==> config.mk <==
export PLATFORM = sky130hd
export DESIGN_NAME = booth_r4_seq_mul
export DESIGN_NICKNAME = d
export VERILOG_FILES = /design/src/rtl/booth_pkg.sv /design/src/rtl/booth_r4_digit_enc.sv /design/src/rtl/booth_r4_seq_mul.sv
export SDC_FILE = /design/constraint.sdc
export NUM_CORES = 1
export LEC_CHECK = 0
export CORE_ASPECT_RATIO = 0.5
export CORE_MARGIN = 8
export CORE_UTILIZATION = 39
export DETAILED_ROUTE_END_ITERATION = 10
export SLEW_MARGIN = 20
export SYNTH_ARGS = -nofsm -noshare
export SYNTH_HDL_FRONTEND = slang
export SYNTH_SLANG_ARGS = --single-unit
export TNS_END_PERCENT = 10
==> constraint.sdc <==
create_clock -name clk -period 16.1 [get_ports clk]
set_input_delay 2.415 -clock clk [delete_from_list [all_inputs] [get_ports clk]]
set_output_delay 2.415 -clock clk [all_outputs]
set_load 0.005 [all_outputs]
==> src/rtl/booth_pkg.sv <==
// Shared types and sizing helpers for the radix-4 Booth sequential multiplier.
package booth_pkg;

   typedef enum logic [1:0] {
      IDLE,
      RUN,
      DONE
   } state_t;

   typedef enum logic [2:0] {
      ZERO,
      POS1,
      POS2,
      NEG1,
      NEG2
   } digit_sel_t;

   // One extra digit beyond WIDTH/2 covers the zero-extended top of an unsigned multiplier.
   function automatic int digit_count(input int width);
      return width / 2 + 1;
   endfunction

endpackage

==> src/rtl/booth_r4_digit_enc.sv <==
// Radix-4 Booth digit encoder: maps a multiplier triplet to a digit select and partial product.
module booth_r4_digit_enc
   import booth_pkg::*;
#(
   parameter int WIDTH = 32
) (
   input  logic [2:0]              triplet,
   input  logic [WIDTH+1:0]        mcand,
   output digit_sel_t              sel,
   output logic signed [WIDTH+2:0] pp
);

   localparam logic [WIDTH+2:0] ONE = {{(WIDTH+2){1'b0}}, 1'b1};

   logic [WIDTH+2:0] mcand_x1;
   logic [WIDTH+2:0] mcand_x2;

   assign mcand_x1 = {mcand[WIDTH+1], mcand};
   assign mcand_x2 = {mcand, 1'b0};

   // Decode the overlapping triplet into one of the five Booth digits.
   always_comb begin
      sel = ZERO;
      case (triplet)
         3'b000, 3'b111: sel = ZERO;
         3'b001, 3'b010: sel = POS1;
         3'b011:         sel = POS2;
         3'b100:         sel = NEG2;
         3'b101, 3'b110: sel = NEG1;
         default:        sel = ZERO;
      endcase
   end

   // Build the partial product; negation as ~x+1 keeps the most-negative operand exact.
   always_comb begin
      pp = '0;
      case (sel)
         ZERO:    pp = '0;
         POS1:    pp = mcand_x1;
         POS2:    pp = mcand_x2;
         NEG1:    pp = ~mcand_x1 + ONE;
         NEG2:    pp = ~mcand_x2 + ONE;
         default: pp = '0;
      endcase
   end

endmodule

==> src/rtl/booth_r4_seq_mul.sv <==
// Sequential radix-4 Booth multiplier, one digit per clock, valid/ready on both sides.
module booth_r4_seq_mul
   import booth_pkg::*;
#(
   parameter int WIDTH = 32
) (
   input  logic                 clk,
   input  logic                 rst_n,
   input  logic                 in_valid,
   output logic                 in_ready,
   input  logic [WIDTH-1:0]     a,
   input  logic [WIDTH-1:0]     b,
   input  logic                 is_signed,
   output logic                 out_valid,
   input  logic                 out_ready,
   output logic [2*WIDTH-1:0]   product,
   output logic                 busy
);

   localparam int N  = digit_count(WIDTH);
   localparam int CW = $clog2(N + 1);
   localparam int AW = 2 * WIDTH + 4;

   state_t                state;
   state_t                next_state;

   logic [WIDTH+1:0]      mcand;
   logic [WIDTH+2:0]      mplier;
   logic [AW-1:0]         acc;
   logic [CW-1:0]         cnt;
   logic [2*WIDTH-1:0]    product_q;

   logic [WIDTH+1:0]      ext_a;
   logic [WIDTH+1:0]      ext_b;
   logic                  last_digit;

   digit_sel_t            sel;
   logic signed [WIDTH+2:0] pp;
   logic [AW-1:0]         pp_ext;
   logic [AW-1:0]         pp_shifted;
   logic [AW-1:0]         acc_next;

   assign ext_a      = {{2{is_signed & a[WIDTH-1]}}, a};
   assign ext_b      = {{2{is_signed & b[WIDTH-1]}}, b};
   assign last_digit = (cnt == CW'(N - 1));

   // The multiplier register shifts right two bits per digit, so the current triplet is always its low bits.
   booth_r4_digit_enc #(
      .WIDTH (WIDTH)
   ) u_enc (
      .triplet (mplier[2:0]),
      .mcand   (mcand),
      .sel     (sel),
      .pp      (pp)
   );

   // Align the partial product to its digit weight and skip the add for zero digits.
   always_comb begin
      pp_ext     = {{(AW - WIDTH - 3){pp[WIDTH+2]}}, pp};
      pp_shifted = pp_ext << {cnt, 1'b0};
      acc_next   = (sel == ZERO) ? acc : acc + pp_shifted;
   end

   // State register.
   always_ff @(posedge clk or negedge rst_n) begin
      if (!rst_n) begin
         state <= IDLE;
      end else begin
         state <= next_state;
      end
   end

   // Next-state logic: accept in IDLE, walk the digits in RUN, wait for the consumer in DONE.
   always_comb begin
      next_state = state;
      case (state)
         IDLE:    if (in_valid) next_state = RUN;
         RUN:     if (last_digit) next_state = DONE;
         DONE:    if (out_ready) next_state = IDLE;
         default: next_state = IDLE;
      endcase
   end

   // Handshake outputs decoded purely from the state.
   always_comb begin
      in_ready  = (state == IDLE);
      out_valid = (state == DONE);
      busy      = (state != IDLE);
   end

   // Operand capture, digit iteration and result latch.
   always_ff @(posedge clk or negedge rst_n) begin
      if (!rst_n) begin
         mcand     <= '0;
         mplier    <= '0;
         acc       <= '0;
         cnt       <= '0;
         product_q <= '0;
      end else begin
         if (state == IDLE && in_valid) begin
            mcand  <= ext_a;
            mplier <= {ext_b, 1'b0};
            acc    <= '0;
            cnt    <= '0;
         end else if (state == RUN) begin
            acc    <= acc_next;
            mplier <= mplier >> 2;
            cnt    <= cnt + CW'(1);
            if (last_digit) begin
               product_q <= acc_next[2*WIDTH-1:0];
            end
         end
      end
   end

   assign product = product_q;

endmodule

Word-level counts from Yosys, hierarchy flattened
Memories as Yosys holds them, arrays and structs flattened.
Cells that the tools add are included.

storage, ports and cells
  register bits = 207
  bits in latches = 0
  memory bits (writable) = 0
  bits in read-only memories = 24
  bits of input ports = 69
  output and inout port bits = 67
  word-level logic and storage cells = 49
  memories = 1

memory list
  memory            depth  width  read ports  clocked after memory_dff  wr ports  line                      RTL
  (name not given)  8      3      1           0                         0         booth_r4_digit_enc.sv:24  case (triplet)

cells by class
  add/sub/neg operators = 4
  multiply operators = 0
  div/mod/pow operators = 0
  order comparisons = 0
  equal/unequal tests = 11
  shift-type cells = 1
  multiplexer cells = 12
  bitwise gates (word level) = 5
  reductions and logical operators = 8

operator list
  cell                                                              number
  68-bit two-way mux                                                3
  35-bit case mux with 4 select lines                               1
  35-bit by 1-bit adder with 35-bit output (second input constant)  2
  35-bit two-way mux                                                2
  35-bit NOT                                                        2
  68-bit adder                                                      1
  68-bit by 6-bit left shift with 68-bit output                     1
  5-bit two-way mux                                                 2
  3-bit by 2-bit == test with 1-bit output (second input constant)  2
  2-bit two-way mux                                                 3
  2-bit case mux with 3 select lines                                1
  3-bit AND reduction                                               2
  5-bit by 1-bit adder with 5-bit output (second input constant)    1
  5-bit == test (second input constant)                             1
  2-bit by 1-bit != test with 1-bit output (second input constant)  2
  2-bit != test (second input constant)                             2
  2-bit nonzero test                                                2
  3-bit by 1-bit == test with 1-bit output (second input constant)  1
  3-bit == test (second input constant)                             1
  3-bit logical NOT                                                 1
  1-bit AND                                                         2
  2-bit by 1-bit == test with 1-bit output (second input constant)  1
  2-bit == test (second input constant)                             1
  2-bit logical NOT                                                 1
  other kinds (3)                                                   3

Longest topological paths before layout
Gate-level depths: netlist (run 1).

  depth in word-level cells = 8
  mapped depth = 29
  gate-level depth less buffers = 25

By module
A second synthesis (run 1) with hierarchy kept.

unflattened totals
  cells, all modules = 2093
  area, all modules = 16118.0 um^2

modules (own cells, without submodules)
  module              instances  cells each  area each (um^2)  sequential area each (um^2)
  booth_r4_seq_mul    1          1815        14279.9           5054.8
  booth_r4_digit_enc  1          278         1838.0            0.0

Worst setup path before layout (run 1)
OpenSTA, ideal clock, no wires.

  kind = flip-flop to flip-flop
  start = reg mplier[0]
  end = reg product_q[57], in the netlist product[57]
  setup time = 0.126 ns
  arrival time = 5.841 ns
  required time = 15.974 ns
  setup slack = 10.133 ns
  cell stages (with the launch flop) = 29
  cell sequence = dfrtp_1 -> inv_1 -> ha_1 -> a21boi_1 -> o21ai_1 -> buf_2 -> clkbuf_1 -> clkbuf_1 -> nor2_1 -> a22oi_1 -> o311ai_0 -> mux2i_1 -> mux2i_1 -> mux2_2 -> a21oi_1 -> o21ai_0 -> ha_1 -> clkbuf_1 -> and4_1 -> nand3_1 -> nor3_1 -> inv_1 -> a311oi_1 -> o221ai_1 -> a31o_2 -> o31a_1 -> o21ba_2 -> mux2i_1 -> a221o_1

between the ends
  cells in the longest elaborated chain, start to end = 6

RTL lines
  what                                           line                      RTL
  start: declaration                             booth_r4_seq_mul.sv:28    logic [WIDTH+2:0] mplier;
  start signal: assignment                       booth_r4_seq_mul.sv:102   mplier <= {ext_b, 1'b0};
  start signal: assignment                       booth_r4_seq_mul.sv:107   mplier <= mplier >> 2;
  memory read 8 x 3 bit *                        --
  3-bit == test, or another cell as far along    booth_r4_digit_enc.sv:37  case (sel)
  35-bit case mux with 4 select lines            booth_r4_digit_enc.sv:37
  68-bit by 6-bit left shift with 68-bit output  booth_r4_seq_mul.sv:60    pp_shifted = pp_ext << {cnt, 1'b0};
  68-bit adder                                   booth_r4_seq_mul.sv:61    acc_next = (sel == ZERO) ? acc : acc + pp_shifted;
  68-bit two-way mux *                           booth_r4_seq_mul.sv:61
  end signal: assignment                         booth_r4_seq_mul.sv:110   product_q <= acc_next[2*WIDTH-1:0];
  end: declaration                               booth_r4_seq_mul.sv:31    logic [2*WIDTH-1:0] product_q;

Mark *: on every way between the ends. The rest lies on a longest branch, timed or not. The select of a mux whose other input is x is not followed.
A chain may end at the register's enable or synchronous reset.

Final worst setup path (run 1)
  start = reg mplier[1]
  end = reg acc[62]

between the ends
  cells in the longest elaborated chain, start to end = 8

RTL lines
  what                                           line                      RTL
  memory read 8 x 3 bit *                        --
  3-bit == test, or another cell as far along    booth_r4_digit_enc.sv:37
  35-bit case mux with 4 select lines            booth_r4_digit_enc.sv:37
  68-bit by 6-bit left shift with 68-bit output  booth_r4_seq_mul.sv:60
  68-bit adder                                   booth_r4_seq_mul.sv:61
  68-bit two-way mux *                           booth_r4_seq_mul.sv:61
  68-bit two-way mux *                           booth_r4_seq_mul.sv:105   end else if (state == RUN) begin
  68-bit two-way mux *                           booth_r4_seq_mul.sv:100   if (state == IDLE && in_valid) begin
  end signal: assignment                         booth_r4_seq_mul.sv:106   acc <= acc_next;
  end: declaration                               booth_r4_seq_mul.sv:29    logic [AW-1:0] acc;

Marked as above.

==> results of run 1 <==
==> stage by stage <==
step	utilization	cells	instance area, um2
global placement	0.436	2571	17700
CTS	0.454	2609	18500
floorplan	-	2051	16200
finish	0.454	2609	18500
global route	0.454	2609	18500
detailed placement	0.436	2571	17700
==> logic make-up after synthesis <==
group                    Yosys count  share of synthesized area
AND/OR/NAND/NOR                  752                      0.217
buffers and inverters            205                     0.0499
flip-flops                       202                      0.312
XOR/XNOR                          73                     0.0394
adder cells (fa/ha/maj)           69                     0.0537
multiplexers                      94                     0.0630
AO/OA/AOI/OAI                    656                      0.265
==> state kept, by name, indices dropped and copies added, names as in the netlist <==
register / count
acc: 64
product: 64
mcand: 33
state: 2
mplier: 34
cnt: 5
==> layout by cell type (no fill, tap or decap), drive strengths merged, types with 20 or more instances in the layout <==
cell type / count
clkbuf: 30
nand2: 362
nand3: 66
a21oi: 136
xnor2: 42
clkdlybuf4s50: 134
mux2i: 72
a21o: 61
nor2: 150
nor3: 26
ha: 68
nor2b: 22
xor2: 31
nand4: 30
a22o: 34
buf: 21
dfrtp: 202
a31oi: 41
nor4: 20
o21ai: 165
a22oi: 49
inv: 31
==> final timing paths <==
check / cells after the start / slack [ns] / to
worst min register to register: 2 / 0.47 / mplier[4]$_DFFE_PN0P_
worst min-delay path: 2 / 0.47 / mplier[4]$_DFFE_PN0P_
worst max-delay path: 24 / 8.69 / acc[62]$_DFFE_PN0P_
min in group asynchronous: 1 / 1.83 / mcand[11]$_DFFE_PN0P_
max in group asynchronous: 3 / 12.29 / acc[42]$_DFFE_PN0P_
worst max register to register: 24 / 8.69 / acc[62]$_DFFE_PN0P_
==> area by class of cell <==
cell class	count	share of cell area
clock buffers	30	0.0336
clock inverters	8	0.00717
inverters	30	0.00609
multi-input cells	1644	0.562
flip-flops and latches	202	0.273
well taps	540	0.0365
repair buffers	155	0.0815
==> worst max-delay path, cell delays in order, from the launching register on <==
cell and delay [ns]:
dfrtp_1 0.36, inv_1 0.05, ha_1 0.51, nand3b_1 0.48, buf_4 0.33, o221ai_1 0.15
a22oi_1 0.19, o311ai_0 0.29, mux2i_1 0.28, mux2i_1 0.13, o21ai_0 0.73, mux2i_1 0.23
nor2b_1 0.23, ha_1 0.43, nand2_1 0.20, o21bai_1 0.12, a221o_1 0.30, a221oi_1 0.25
nand3_1 0.21, o21ai_0 0.42, nand3_1 0.15, a41oi_1 0.71, o21ai_0 0.26, xnor2_1 0.17
o21ai_0 0.08
==> routing by layer <==
layer,routed length (um),global-route usage,vias up
li1,-,-,7466
met1,26600,0.321,7560
met2,22400,0.314,501
met3,3560,0.0289,60
met4,777,0.0320,0
met5,0,0,-
==> flow_metrics.tcl, run 1 <==
set metrics [dict create \
    path_max_fanout 17 \
    status "finished clean" \
    cts_tree "built" \
    clockBufferDepth 3 \
    cp-end-kind "flip-flop" \
    io-pin-count 136 \
    die_x_um 304 \
    hold_viol 0 \
    period_share 0.460 \
    syn_avg_cell_area_um2 7.90 \
    seq_area_mm2 0.00506 \
    ctsResizeCount 0 \
    startpoint_type "flip-flop" \
    gp_congestion 0.967 \
    synth_nets 2189 \
    numCtsBuffers 22 \
    maxCapViolCount 0 \
    drt-total-wl_mm 53.3 \
    synthTopCellsByCount "nand2_1, dfrtp_1, o21ai_0" \
    synth_area_leaders "dfrtp_1, nand2_1, ha_1" \
    setup_violations 0 \
    drcViolationCount 0 \
    cts.sinks 202 \
    fin_nets 2193 \
    synth_top_cell_by_area "dfrtp_1" \
    drtIter0Drc 1637 \
    cp.required_ns 16.52 \
    synthFlopType "dfrtp_1" \
    grt_pass1_wl_mm 84.7 \
    synth_edf_count 0 \
    rsz0062_at_grt "false" \
    fin_skew_ns 0.0254 \
    crit_path_start "mplier[1]$_DFFE_PN0P_" \
    dp_hpwl_mm 38.8 \
    routed_via_density 5.97 \
    grt-ovfl-total 0 \
    worstSetupPathType "flip-flop to flip-flop" \
    ys_types 91 \
    post-route-min-period_ns 7.41 \
    grt_max_degree 92 \
    clockRootBuffer "clkbuf_16" \
    clkTransAtPathRegs_ns 0.06 \
    clk_latency_ns 0.55 \
    max_freq_mhz 135 \
    first_pass_iters 5 \
    post-cts-setup-buffers 0 \
    place_ws_ns 8.88 \
    worstMarginPinSlew_ns 1.11 \
    io_buffers 135 \
    timing.hold.ws_ns 0.474 \
    ys_async_sr_fraction 1.00 \
    relSlewSlack 0.256 \
    syn_inst 2051 \
    crit_arrival_ns 7.82 \
    design.core.area_mm2 0.0407 \
    via_count 15600 \
    diodes 0 \
    syn_to_final_growth_pct 14.1 \
    holdBufCountCts 0 \
    start_util 0.398 \
    die_h_um 160 \
    synth_warnings 0 \
    antenna_found_initial 0 \
    multi_input_area_mm2 0.0104 \
    n_fill_cell 4067 \
    r2r_start "mplier[1]$_DFFE_PN0P_" \
    std_cell_rows 52 \
    die_area_mm2 0.0487 \
    hp-start "mplier[4]$_DFFE_PN0P_" \
    final.setup.worst_slack_ns 8.69 \
    drv_slew 0 \
    synth.most_common_cell "nand2_1" \
    tns_ns 0 \
    ys_seq_elements 202 \
    first_global_vias 14300 \
    wl_per_cell_um 20.4 \
    yosysSeqAreaShare 0.312 \
    yosysTopAreaCellShare 0.312 \
    grtUsageTotal 0.210 \
    hold_path.class "flip-flop to flip-flop" \
    ant_nets 0 \
    drive_gt1_frac 0.0623 \
    netlist_area_mm2 0.0162 \
    ctsHtreeMaxLevel 1 \
]
Power of run 1 is not shown: default switching activity piles up to over one toggle a cycle in this logic, so the estimate is an artifact.
==> run 2: changes to the inputs <==
==> constraint.sdc (replaced) <==
create_clock -name clk -period 7.7 [get_ports clk]
set_input_delay 1.155 -clock clk [delete_from_list [all_inputs] [get_ports clk]]
set_output_delay 1.155 -clock clk [all_outputs]
set_load 0.005 [all_outputs]
==> run 2 against run 1 <==
  * First-iteration DRC count is 4.8% higher
  * Design area up 0.88%
  * Clock-buffer cell count increased by 2
  * Critical path type unchanged
  * Highest routed layer unchanged
==> flow_metrics.tcl, run 2 (same netlist as run 1, synthesis figures left out) <==
set metrics [dict create \
    status "finished clean" \
    drive_gt1_frac 0.0706 \
    rsz0062_at_grt "false" \
    cp-end-kind "flip-flop" \
    io_buffers 135 \
    worstMarginPinSlew_ns 0.972 \
    std_cell_rows 52 \
    n_fill_cell 4135 \
    setup_violations 0 \
    drtIter0Drc 1715 \
    ant_nets 0 \
    fin_skew_ns 0.0275 \
    ctsResizeCount 0 \
    ctsHtreeMaxLevel 1 \
    cp.required_ns 8.11 \
    io-pin-count 136 \
    first_pass_iters 8 \
    numCtsBuffers 23 \
    diodes 0 \
    dp_hpwl_mm 39.2 \
    max_freq_mhz 138 \
    hold_path.class "flip-flop to flip-flop" \
    drt-total-wl_mm 53.5 \
    tns_ns 0 \
    layout_common_cells "nand2_1, dfrtp_1, o21ai_0, nor2_1, a21oi_1" \
    grtUsageTotal 0.210 \
    syn_to_final_growth_pct 15.1 \
    hold_viol 0 \
    grt_max_degree 107 \
    final_common_cell "nand2_1" \
    gp_congestion 0.950 \
    finalInstanceArea_mm2 0.0187 \
    start_util 0.398 \
    cts_tree "built" \
    clockRootBuffer "clkbuf_16" \
    path_max_fanout 27 \
    first_global_vias 14700 \
    clockBufferDepth 3 \
    antenna_found_initial 0 \
    worstSetupPathType "flip-flop to flip-flop" \
    drv_slew 0 \
    cts.sinks 202 \
    post-route-min-period_ns 7.26 \
    via_count 15600 \
    grt-ovfl-total 0 \
    wl_per_cell_um 20.4 \
    seq_area_mm2 0.00506 \
    multi_input_area_mm2 0.0104 \
    die_h_um 160 \
    drcViolationCount 0 \
    holdBufCountCts 0 \
    fin_nets 2207 \
    design.core.area_mm2 0.0407 \
    grt_pass1_wl_mm 84.7 \
    die_area_mm2 0.0487 \
    routed_via_density 5.94 \
    maxCapViolCount 0 \
    clk_latency_ns 0.54 \
    relSlewSlack 0.352 \
    post-cts-setup-buffers 0 \
    rrSetupSlack_ns 0.44 \
    clkTransAtPathRegs_ns 0.06 \
    startpoint_type "flip-flop" \
    period_share 0.943 \
    crit_arrival_ns 7.67 \
    die_x_um 304 \
    dpl-instance-area_mm2 0.0178 \
]
-- run 2: worst max-delay path: stages (launching register included) --
cell	delay, ns
dfrtp_1	0.37
inv_1	0.05
ha_1	0.50
a21boi_1	0.50
o21ai_4	0.32
buf_4	0.25
o41ai_1	0.35
a21oi_1	0.11
o211ai_1	0.19
mux2i_1	0.19
mux2_2	0.36
nand2_1	0.07
o21ai_0	0.10
mux2_2	0.29
o22ai_1	0.35
ha_1	0.42
a21o_1	0.23
a221o_1	0.34
a221oi_1	0.24
nand3_1	0.21
o21ai_0	0.40
a31oi_1	0.26
a21boi_0	0.29
xnor2_1	0.24
a21oi_1	0.16
mux2_2	0.32
-- run 2: per-stage QoR --
| step | util | hold WS, ns | std cells | setup slack (ns) |
|---|---|---|---|---|
| after floorplan | - | 0.447 | 2051 | 1.73 |
| after global placement | 0.438 | 0.458 | 2584 | 0.748 |
| after detailed placement | 0.438 | 0.463 | 2584 | 0.573 |
| after CTS | 0.458 | 0.478 | 2623 | 0.547 |
| after global routing | 0.458 | 0.496 | 2623 | 0.0830 |
| final | 0.458 | 0.473 | 2623 | 0.439 |
-- run 2: final timing paths --
path | from | to | cells past startpoint
min in group asynchronous | rst_n | mcand[11]$_DFFE_PN0P_ | 1
hold reg to reg | product[58]$_DFFE_PN0P_ | product[58]$_DFFE_PN0P_ | 2
max in group asynchronous | rst_n | product[37]$_DFFE_PN0P_ | 2
setup / recovery | mplier[1]$_DFFE_PN0P_ | product[50]$_DFFE_PN0P_ | 25
setup reg to reg | mplier[1]$_DFFE_PN0P_ | product[50]$_DFFE_PN0P_ | 25
hold / removal | product[58]$_DFFE_PN0P_ | product[58]$_DFFE_PN0P_ | 2
-- run 2: area by class of cell --
| type | instances | area share |
|---|---|---|
| Inverter | 30 | 0.00604 |
| Clock inverter | 7 | 0.00624 |
| Tap cell | 540 | 0.0362 |
| Sequential cell | 202 | 0.271 |
| Clock buffer | 32 | 0.0370 |
| Multi-Input combinational cell | 1644 | 0.558 |
| Timing Repair Buffer | 168 | 0.0860 |
-- run 2: metal layers --
metal | vias up | wire length (um) | track usage
li1 | 7512 | - | -
met1 | 7513 | 25400 | 0.304
met2 | 506 | 23200 | 0.325
met3 | 58 | 3940 | 0.0380
met4 | 0 | 1070 | 0.0436
met5 | - | 0 | 0
Power of run 2 is left out for the same reason.
==> run 3: changes to the inputs <==
--- a/config.mk
+++ b/config.mk
@@ -5,6 +5,8 @@
 export SDC_FILE = /design/constraint.sdc
 export NUM_CORES = 1
 export LEC_CHECK = 0
+export ABC_AREA = 1
+export ABC_CLOCK_PERIOD_IN_PS = 7700
 export CORE_ASPECT_RATIO = 0.5
 export CORE_MARGIN = 8
 export CORE_UTILIZATION = 39
==> run 3 against run 2 <==
  * Worst hold slack better by 0.0025 ns
  * Sequential share of layout area fell by 0.67 points
  * Core utilization shrank 0.31 points
  * Die area up 2.4%
  * Worst setup slack improved by 0.90 ns
  * Clock skew fell by 0.012 ns
==> flow_metrics.tcl, run 3 <==
set metrics [dict create \
    status "finished clean" \
    netlist_area_mm2 0.0166 \
    synth_area_leaders "dfrtp_1, nand2_1, o21ai_0" \
    io-pin-count 136 \
    ctsHtreeMaxLevel 1 \
    gp_congestion 1.02 \
    clockBufferDepth 3 \
    synth_warnings 0 \
    relSlewSlack 0.323 \
    hold_path.class "flip-flop to flip-flop" \
    ys_types 56 \
    worstMarginPinSlew_ns 1.01 \
    synth_edf_count 0 \
    ant_nets 0 \
    final_common_cell "nand2_1" \
    drcViolationCount 0 \
    hp-start "product[53]$_DFFE_PN0P_" \
    cts_tree "built" \
    cp.required_ns 8.14 \
    clk_latency_ns 0.55 \
    grt-ovfl-total 0 \
    grtUsageTotal 0.237 \
    cts.sinks 202 \
    post-cts-setup-buffers 0 \
    fin_nets 2815 \
    cp_slowest_cell "inv_1" \
    start_util 0.396 \
    die_h_um 162 \
    slowest_delay_ns 0.73 \
    path_max_fanout 29 \
    startpoint_type "flip-flop" \
    first_pass_iters 6 \
    hold_viol 0 \
    period_share 0.827 \
    layout_common_cells "nand2_1, o21ai_0, inv_1, nand3_1, nor2_1" \
    fin_cells 3268 \
    cp-end-kind "flip-flop" \
    wl_per_cell_um 18.6 \
    synthTopCellsByCount "nand2_1, o21ai_0, inv_1" \
    r2r_start "mplier[0]$_DFFE_PN0P_" \
    die_x_um 308 \
    grt_max_degree 120 \
    setup_violations 0 \
    yosysTopAreaCellShare 0.304 \
    rrSetupSlack_ns 1.33 \
    routed_via_density 5.43 \
    syn_avg_cell_area_um2 6.36 \
    place_ws_ns 1.48 \
    ys_async_sr_fraction 1.00 \
    tns_ns 0 \
    io_buffers 135 \
    first_global_vias 16300 \
    grt_pass1_wl_mm 95.1 \
    synthFlopType "dfrtp_1" \
    crit_arrival_ns 6.80 \
    std_cell_rows 53 \
    die_area_mm2 0.0499 \
    max_freq_mhz 157 \
    design.core.area_mm2 0.0420 \
    clkTransAtPathRegs_ns 0.07 \
    drv_slew 0 \
    dp_hpwl_mm 46.4 \
    maxCapViolCount 0 \
    clockRootBuffer "clkbuf_16" \
    drt-total-wl_mm 60.7 \
    worstRegToRegCells 29 \
    synth_top_cell_by_area "dfrtp_1" \
    final.setup.worst_slack_ns 1.33 \
    yosysSeqAreaShare 0.304 \
    numCtsBuffers 20 \
    post-route-min-period_ns 6.37 \
    ctsResizeCount 0 \
    holdBufCountCts 0 \
    fin_skew_ns 0.0159 \
    synth_nets 2752 \
    ys_seq_elements 202 \
    drtIter0Drc 1854 \
    worstSetupPathType "flip-flop to flip-flop" \
    drive_gt1_frac 0.0502 \
    rsz0062_at_grt "false" \
    via_count 17700 \
    syn_inst 2614 \
    synth.most_common_cell "nand2_1" \
    antenna_found_initial 1 \
    crit_path_start "mplier[0]$_DFFE_PN0P_" \
    hold_depth 2 \
    placed_cells 3232 \
    diodes 0 \
    syn_to_final_growth_pct 15.0 \
]
-- run 3: changes by cell type in the layout (fill, tap and decap cells not counted), moves of 31 or more --
cell / before / now
nand3_1: 66 / 225
inv_1: 28 / 246
a21o_1: 59 / 11
mux2i_1: 72 / 11
nor2_1: 147 / 206
nand2_1: 357 / 834
o21ai_0: 162 / 254
a21oi_1: 135 / 104
a22oi_1: 49 / 0
-- run 3: kinds of logic after synthesis --
kind of cell,count (synthesis),share of synthesized area
AO/OA/AOI/OAI,550,0.188
buffers and inverters,376,0.0866
AND/OR/NAND/NOR,1378,0.348
XOR/XNOR,28,0.0147
multiplexers,11,0.00662
adder cells (fa/ha/maj),69,0.0524
flip-flops,202,0.304
-- run 3: critical path: cells and delay by family, from the launching register on --
family,cells,cell delay [ns]
AO/OA/AOI/OAI,8,2.42
buffers and inverters,6,1.13
adder cells (fa/ha/maj),2,0.67
flip-flops,1,0.35
AND/OR/NAND/NOR,13,1.65
-- run 3: worst paths after layout --
kind	end
setup reg to reg	acc[51]$_DFFE_PN0P_
setup / recovery	acc[51]$_DFFE_PN0P_
hold reg to reg	product[53]$_DFFE_PN0P_
min in group asynchronous	mcand[12]$_DFFE_PN0P_
hold / removal	product[53]$_DFFE_PN0P_
max in group asynchronous	acc[55]$_DFFE_PN0P_
-- run 3: cell type report --
cell class	count	area [um2]
Fill cell	4535	22900
Multi-Input combinational cell	2036	10200
Sequential cell	202	5050
Timing Repair Buffer	155	1520
Inverter	262	985
Tap cell	577	722
Clock buffer	31	613
Clock inverter	5	80.1
-- run 3: metal layers --
layer	up-vias	routed length, um	GRT usage	share of wire
met2	575	26600	0.372	0.44
met3	50	4280	0.0408	0.071
met4	2	725	0.0309	0.012
li1	8758	-	-	-
met1	8362	29000	0.347	0.48
met5	-	12	0	0.00020
-- run 3: metrics by stage --
step                      instance area (um2)  hold slack [ns]  utilization
after global placement                  18400            0.464        0.438
after floorplan                         16600            0.452            -
final                                   19100            0.475        0.455
after CTS                               19100            0.482        0.455
after global routing                    19100            0.495        0.455
after detailed placement                18400            0.464        0.438
Power of run 3 is left out for the same reason.
